**config.mk**
```make
export PLATFORM = sky130hd
export DESIGN_NAME = ir_fetch_reader
export DESIGN_NICKNAME = d
export VERILOG_FILES = /design/src/rtl/ir_fetch_reader_pkg.sv /design/src/rtl/ir_fetch_reader.sv
export SDC_FILE = /design/constraint.sdc
export NUM_CORES = 1
export LEC_CHECK = 0
export BUFFER_PORTS_ARGS = -buffer_cell sky130_fd_sc_hd__buf_2
export CAP_MARGIN = 40
export CELL_PAD_IN_SITES_DETAIL_PLACEMENT = 1
export CELL_PAD_IN_SITES_GLOBAL_PLACEMENT = 1
export CORE_MARGIN = 2
export CORE_UTILIZATION = 39
export DETAILED_ROUTE_END_ITERATION = 8
export PLACE_DENSITY_LB_ADDON = 0.2
export SLEW_MARGIN = 20
export SYNTH_ARGS = -nofsm -noshare
export SYNTH_HDL_FRONTEND = slang
export SYNTH_SLANG_ARGS = --single-unit
```
**constraint.sdc**
```tcl
create_clock -name clk -period 2.5 [get_ports clk]
set_clock_uncertainty 0.2 [all_clocks]
set_input_delay 0.125 -clock clk [delete_from_list [all_inputs] [get_ports clk]]
set_output_delay 0.125 -clock clk [all_outputs]
set_load 0.02 [all_outputs]
```
**src/rtl/ir_fetch_reader_pkg.sv**
```systemverilog
// Constants shared by the IR loader, this fetch reader and the execute stage:
// word width, opcodes and the fetch FSM encoding.
package ir_fetch_reader_pkg;

  localparam int IR_DATA_WIDTH = 8;
  localparam int IR_ADDR_WIDTH = 8;

  localparam logic [7:0] LOAD = 8'h01;
  localparam logic [7:0] HALT = 8'h0F;

  typedef enum logic [2:0] {
    IDLE  = 3'd0,
    STALL = 3'd1,
    RD_IR = 3'd2,
    RD_P0 = 3'd3,
    RD_P1 = 3'd4,
    RD_P2 = 3'd5,
    LAST  = 3'd6,
    VALID = 3'd7
  } fetch_state_t;

endpackage

```
**src/rtl/ir_fetch_reader.sv**
```systemverilog
// Walks a PC through the IR regfile, assembles 4-word instructions and offers them
// on valid/ready; 6 cycles from start to valid, holds in VALID while ir_ready is low.
module ir_fetch_reader
  import ir_fetch_reader_pkg::*;
#(
  parameter int DATA_WIDTH = IR_DATA_WIDTH,
  parameter int ADDR_WIDTH = IR_ADDR_WIDTH
) (
  input  logic                  clk,
  input  logic                  rst_n,
  input  logic                  start,
  input  logic [ADDR_WIDTH-1:0] start_addr,
  input  logic                  flush,
  input  logic                  load_busy,
  output logic                  o_ir_regfile_ren,
  output logic [ADDR_WIDTH-1:0] o_ir_regfile_addr,
  input  logic [DATA_WIDTH-1:0] ir_regfile_data,
  output logic [DATA_WIDTH-1:0] o_ir,
  output logic [DATA_WIDTH-1:0] o_p0,
  output logic [DATA_WIDTH-1:0] o_p1,
  output logic [DATA_WIDTH-1:0] o_p2,
  output logic                  o_ir_valid,
  input  logic                  ir_ready,
  input  logic                  jump,
  input  logic [ADDR_WIDTH-1:0] jump_addr,
  output logic                  o_busy
);

  fetch_state_t          state, state_nxt;
  logic [ADDR_WIDTH-1:0] pc;
  logic                  handshake;
  logic                  is_halt;

  assign handshake = (state == VALID) && ir_ready;
  assign is_halt   = (o_ir == DATA_WIDTH'(HALT));

  always_comb begin
    state_nxt         = state;
    o_ir_regfile_ren  = 1'b0;
    o_ir_regfile_addr = '0;
    o_ir_valid        = 1'b0;
    o_busy            = (state != IDLE);
    case (state)
      IDLE:    if (start) state_nxt = load_busy ? STALL : RD_IR;
      STALL:   if (!load_busy) state_nxt = RD_IR;
      RD_IR:   state_nxt = RD_P0;
      RD_P0:   state_nxt = RD_P1;
      RD_P1:   state_nxt = RD_P2;
      RD_P2:   state_nxt = LAST;
      LAST:    state_nxt = VALID;
      VALID: begin
        o_ir_valid = 1'b1;
        if (handshake) begin
          if (is_halt)        state_nxt = IDLE;
          else if (load_busy) state_nxt = STALL;
          else                state_nxt = RD_IR;
        end
      end
      default: state_nxt = IDLE;
    endcase
    if (state == RD_IR || state == RD_P0 || state == RD_P1 || state == RD_P2) begin
      o_ir_regfile_ren  = 1'b1;
      o_ir_regfile_addr = pc;
    end
    if (flush) state_nxt = IDLE;
  end

  // A flush freezes pc and the field registers; read data arriving after it is dropped.
  always_ff @(posedge clk) begin
    if (!rst_n) begin
      state <= IDLE;
      pc    <= '0;
      o_ir  <= '0;
      o_p0  <= '0;
      o_p1  <= '0;
      o_p2  <= '0;
    end else begin
      state <= state_nxt;
      if (!flush) begin
        case (state)
          IDLE:                      if (start) pc <= start_addr;
          RD_IR, RD_P0, RD_P1, RD_P2: pc <= pc + ADDR_WIDTH'(1);
          VALID:                     if (handshake && jump && !is_halt) pc <= jump_addr;
          default: ;
        endcase
        case (state)
          RD_P0:   o_ir <= ir_regfile_data;
          RD_P1:   o_p0 <= ir_regfile_data;
          RD_P2:   o_p1 <= ir_regfile_data;
          LAST:    o_p2 <= ir_regfile_data;
          default: ;
        endcase
      end
    end
  end

endmodule
```
==> key figures, run 1 <==
GRT
  • Vias in the first global route: approximately 2,200
  • GRT overflow: 0
  • Met3 Use GR: 0.0545
  • Gr usage total: 0.214
  • Met2 GRT Util: 0.341
  • Global route hottest layer: met2
  • Largest net degree at the start of global routing: 47
  • First-pass GRT wire length: approximately 11,000 µm
  • Initial antenna violation count: 0
  • Met1 GRT Util: 0.287

Critical path
  • Worst path required time: ~2.5 ns
  • Crit-path max cell delay: approximately 0.71 ns
  • CP Data Arrival Time: around 2.1 ns
  • CP Class: flip-flop to flip-flop
  • Slowest cell on crit path: dfxtp_1
  • Worst R2R End: o_p1[2]
  • R2R Path Start: state[2]
  • CP max FO: 16
  • Startpoint Class: flip-flop
  • FF-to-FF path depth: 4
  • Worst reg-to-reg setup slack: 0.39 ns
  • Crit-path cells: nand2b_1 > nor3_4 > mux2i_1 > nor2b_1
  • Worst Setup End Kind: flip-flop

Clock tree
  • H-Tree Depth: 2
  • Clk sinks: between 40 and 50
  • CTS buffer count: 5
  • Clk root buf: clkbuf_8
  • Clock Pin Slew Worst Setup and Hold Paths: 0.08 ns
  • CTS Buffer Depth: 2
  • CTS tree: done
  • Skew-Pair Late Insertion Delay: 0.29 ns

Logic synthesis
  • Most frequent cells after synthesis: nand2_1, dfxtp_1, mux2i_1
  • Mapped Nets: between 200 and 300
  • Most common cell in the synthesized netlist: nand2_1
  • Post-synth EDFFs: 0
  • Synthesized instance count: around 250
  • Yosys cell types: 45
  • Syn. warnings: 0
  • Register area share after synthesis: 0.391
  • FFs w/ async S/R, synth: 0
  • Mean Syn Cell Area: 8.67 µm²
  • Ranking of synthesized cells by area: dfxtp_1, mux2i_1, nand2_1, a21boi_0, nor2b_1
  • Share of the synthesized area in the top cell type: 0.391
  • Mapped cell area: roughly 2200 µm²
  • Cell taking the most area after synthesis: dfxtp_1
  • Predominant post-synthesis flop cell: dfxtp_1
  • FF+latch count, synth: 43

Placement
  • Hpwl dp: approximately 4600 µm
  • DP Worst Slack: approximately 0.42 ns
  • PortBufs: between 70 and 80
  • Placed insts: a little under 400
  • Routability cong.: 0.799

Timing
  • Maximum clock frequency: between 400 and 500 MHz
  • Worst hold slack: roughly 0.016 ns
  • Max-slew violation count: 0
  • Post-layout min period: around 2.1 ns
  • Setup TNS: 0 ns
  • Final Worst Setup Slack: between 0.3 and 0.4 ns
  • Fin. Hold Viols: 0
  • Worst slew pin tran: a little under 0.7 ns
  • Finish-stage setup viols: 0
  • Slew HR: 0.546
  • Final period util: 0.845
  • RSZ-0062 raised after global routing: no

Die
  • Core area: 5470 µm²
  • Die width: ~80 µm
  • Number of cell rows: 27
  • Die footprint: 6270 µm²
  • Starting Density: 0.403
  • Die Ht: 79.2 µm
  • # IOs: 74

Detailed routing
  • DR pass1 iterations: 4
  • Initial drt markers: 76
  • Antenna Nets Post-Route: 0
  • Avg Vias per Cell: about 5.2
  • Vias: roughly 2,100
  • # DRC: 0
  • WL/cell: 15.4 µm
  • Routed WL: 6270 µm

Layout
  • Ant diodes: 0
  • Synth-to-Final Area Change: 28.3%
  • Non-filler cells, final: slightly above 400
  • Seq. cell area: 861 µm²
  • Fillcell total: about 690
  • Share of cells above drive strength 1: 0.271
  • Final Net Count: about 370
  • Multi-input gate area: ~1300 µm²

Min path
  • Hold endpoint: pc[7]
  • HP Class: input pin to flip-flop
  • Worst Hold Launch: start_addr[7]
  • Hold Crit Depth: 3

Power and ir drop
  • Power per Cell Area: around 470 nW/µm²
  • Leak: roughly 1.2 nW
  • Peak VDD IR: 0.265 mV
  • Total Power: between 1 and 1.5 mW

Outcome
  • Outcome: finished clean

Job
  • Max Cap Viol: 0
[worst max path at each step]
stage                        start         end  slack (ns)
after floorplan            o_ir[4]       pc[0]        0.75
after global placement    state[2]     o_p1[7]        0.46
after detailed placement  state[2]     o_p1[2]        0.42
after CTS                 state[1]  o_ir_valid        0.38
after global routing      state[2]     o_p1[2]        0.24
final                     state[2]     o_p1[2]        0.39
[layer usage]
metal | routed length, µm | vias up
met2 | 2950 | 45
met5 | 0 | -
met3 | 273 | 4
met4 | 55 | 0
met1 | 2990 | 1009
li1 | - | 1046
[power by group]
group	switching, mW	internal, mW
Clock	0.236	0.222
Sequential	0.0248	0.697
Combinational	0.0829	0.0794
[worst max-delay path, delay by kind of cell, from the launching register on]
family / cells / cell delay, ns
flops: 1 / 0.71
mux: 1 / 0.26
simple gates: 3 / 0.84
[registers in the layout (all words and copies together), names as in the netlist]
signal / cells
o_p0: 8
o_p1: 8
o_p2: 8
pc: 8
state: 3
o_ir: 8
[final cells by class]
class                           count  area share
Clock buffer                        6      0.0292
Clock inverter                      1     0.00310
Inverter                            7     0.00930
Multi-Input combinational cell    191       0.443
Sequential cell                    43       0.305
Tap cell                           72      0.0319
Timing Repair Buffer               88       0.179
[logic make-up after synthesis]
group                      count (synthesis)  synth area share
DFF                                       43             0.391
xor gates and xnor gates                   2            0.0114
adders and majority gates                  1           0.00568
muxes                                     26             0.118
buffers and inverters                     20            0.0409
and+or+nand+nor                          109             0.260
AOI/OAI and AO/OA                         53             0.174
[per-stage QoR]
stage          area [µm²]   util
4_1_cts              2830  0.516
3_5_place_dp         2630  0.480
6_report             2830  0.516
3_3_place_gp         2630  0.480
2_1_floorplan        2200      -
5_1_grt              2830  0.516
[repair_timing]
item                       CTS  global route
hold buffers                11             0
buffers inserted             0             0
resized for setup            0             0
hold endpoints to repair    35             0
setup endpoints to repair    0             0
[cells in the final DEF (no fill, tap or decap), types with 6 or more instances in the layout]
| cell type | instances |
|---|---|
| buf_2 | 73 |
| nand2_1 | 44 |
| dfxtp_1 | 43 |
| mux2i_1 | 26 |
| nor2b_1 | 18 |
| a21boi_0 | 16 |
| dlygate4sd3_1 | 11 |
| nor2_1 | 10 |
| a21oi_1 | 10 |
| and2_1 | 7 |
| o21ai_0 | 7 |
| inv_1 | 6 |
| nand2b_1 | 6 |
| clkbuf_8 | 6 |
Power figures use the tool's default switching activity.
==> run 2, diff against run 1 <==
- CORE_UTILIZATION: 39 -> 33
- clock period: 2.5 -> 1.8 ns (I/O delays scaled with it)
==> run 2 against run 1 <==
Compared with the run above:
- setup slack got worse by 0.31 ns
- clock power grew 34%
- critical path depth increased by 1
==> key figures, run 2 (same netlist as run 1, synthesis figures left out) <==
Die
  • Die footprint: around 7300 µm²
  • Starting Density: 0.345
  • Die Ht: about 86 µm
  • Number of cell rows: 29
  • Die width: between 80 and 90 µm
  • Core area: ~6400 µm²
  • # IOs: 74

Timing
  • Slew HR: 0.729
  • Finish-stage setup viols: 0
  • Fin. Hold Viols: 0
  • Worst slew pin tran: 0.407 ns
  • Post-layout min period: approximately 1.7 ns
  • Setup TNS: 0 ns
  • Worst hold slack: around 0.014 ns
  • Max-slew violation count: 0
  • Final period util: 0.955
  • Maximum clock frequency: slightly below 600 MHz
  • RSZ-0062 raised after global routing: no

Power and ir drop
  • Total Power: 1.87 mW
  • Peak VDD IR: about 0.34 mV
  • Leak: 1.29 nW
  • Power per Cell Area: around 600 nW/µm²

Layout
  • Final Net Count: about 390
  • Share of cells above drive strength 1: 0.321
  • Most frequent cells in the layout: buf_2, nand2_1, dfxtp_1, mux2i_1, buf_4
  • Most common cell after layout, fill and taps aside: buf_2
  • Synth-to-Final Area Change: 37.9%
  • Post-Route Utilization: 0.476
  • Non-filler cells, final: 438
  • Ant diodes: 0

Detailed routing
  • Avg Vias per Cell: just over 5
  • Vias: approximately 2,200
  • DR pass1 iterations: 4
  • Routed WL: roughly 6700 µm
  • Antenna Nets Post-Route: 0
  • WL/cell: roughly 15 µm
  • # DRC: 0
  • Initial drt markers: 72

Placement
  • PortBufs: 73
  • Hpwl dp: about 5000 µm
  • Routability cong.: 0.819
  • Placed insts: approximately 410

GRT
  • GRT overflow: 0
  • Vias in the first global route: 2,204
  • First-pass GRT wire length: 11,000 µm
  • Gr usage total: 0.189
  • Largest net degree at the start of global routing: 26
  • Initial antenna violation count: 0

Critical path
  • Worst Setup End Kind: output port
  • Startpoint Class: flip-flop
  • Worst path required time: around 1.5 ns
  • CP max FO: 7
  • CP Data Arrival Time: roughly 1.4 ns
  • CP Class: flip-flop to output port

Clock tree
  • Clock Pin Slew Worst Setup and Hold Paths: 0.08 ns
  • CTS tree: done
  • Clk sinks: between 40 and 50
  • H-Tree Depth: 2
  • Clk root buf: clkbuf_8
  • CTS buffer count: 5
  • CTS Buffer Depth: 2
  • Skew-Pair Late Insertion Delay: ~0.30 ns

Job
  • Max Cap Viol: 0

Outcome
  • Outcome: finished clean

Min path
  • HP Class: input pin to flip-flop
==> run 2: cell count changes in the layout (fill, tap and decap cells not counted), moves of 2 or more <==
cell	previous run	this run
buf_4	4	24
dlygate4sd3_1	11	15
dfxtp_1	43	40
clkinvlp_4	0	2
dfxtp_4	0	2
==> run 2: routing by layer <==
metal	share of wire	global-route usage
met1	0.48	0.257
met2	0.47	0.305
met5	0	0
met4	0.0087	0.0476
met3	0.045	0.0443
==> run 2: cell type report <==
| class | instances | area, µm² |
|---|---|---|
| clock inverter | 2 | 12.5 |
| inverter | 7 | 30.0 |
| fill | 788 | 3350 |
| sequential | 43 | 870 |
| clock buffer | 6 | 72.6 |
| tap | 77 | 96.3 |
| timing repair buffer | 112 | 696 |
| multi-input combinational | 191 | 1260 |
==> run 2: through the flow <==
stage,instance area (µm²),setup slack [ns]
5_1_grt,3040,0.00358
3_5_place_dp,2770,0.00722
3_3_place_gp,2770,0.0255
6_report,3040,0.0805
4_1_cts,3010,0.00266
2_1_floorplan,2200,0.0475
==> run 2: path summary, 6_finish.rpt <==
path	startpoint	endpoint	slack (ns)	cells after the start
max reg2reg	o_ir[4]	pc[4]	0.12	5
min	start_addr[0]	pc[0]	0.01	4
min reg2reg	o_p0[7]	o_p0[7]	0.26	2
max	state[1]	o_ir_regfile_addr[6]	0.08	5
==> run 2: timing repair <==
action,in CTS,in global routing
gates resized for setup,3,6
gates cloned,0,0
setup buffers,0,1
hold buffers,15,0
endpoints found under the hold margin,37,0
endpoints found under the setup margin,14,11
==> run 2: critical path, stage by stage, from the launching register on <==
cell and delay, ns:
dfxtp_4 0.38, xnor2_2 0.21, inv_2 0.07, buf_4 0.14, and2_1 0.16, buf_2 0.16
==> run 2: where the power goes <==
part	total, mW	internal [mW]	switching, mW
Sequential	0.994	0.966	0.0274
Combinational	0.262	0.133	0.129
Clock	0.615	0.272	0.344
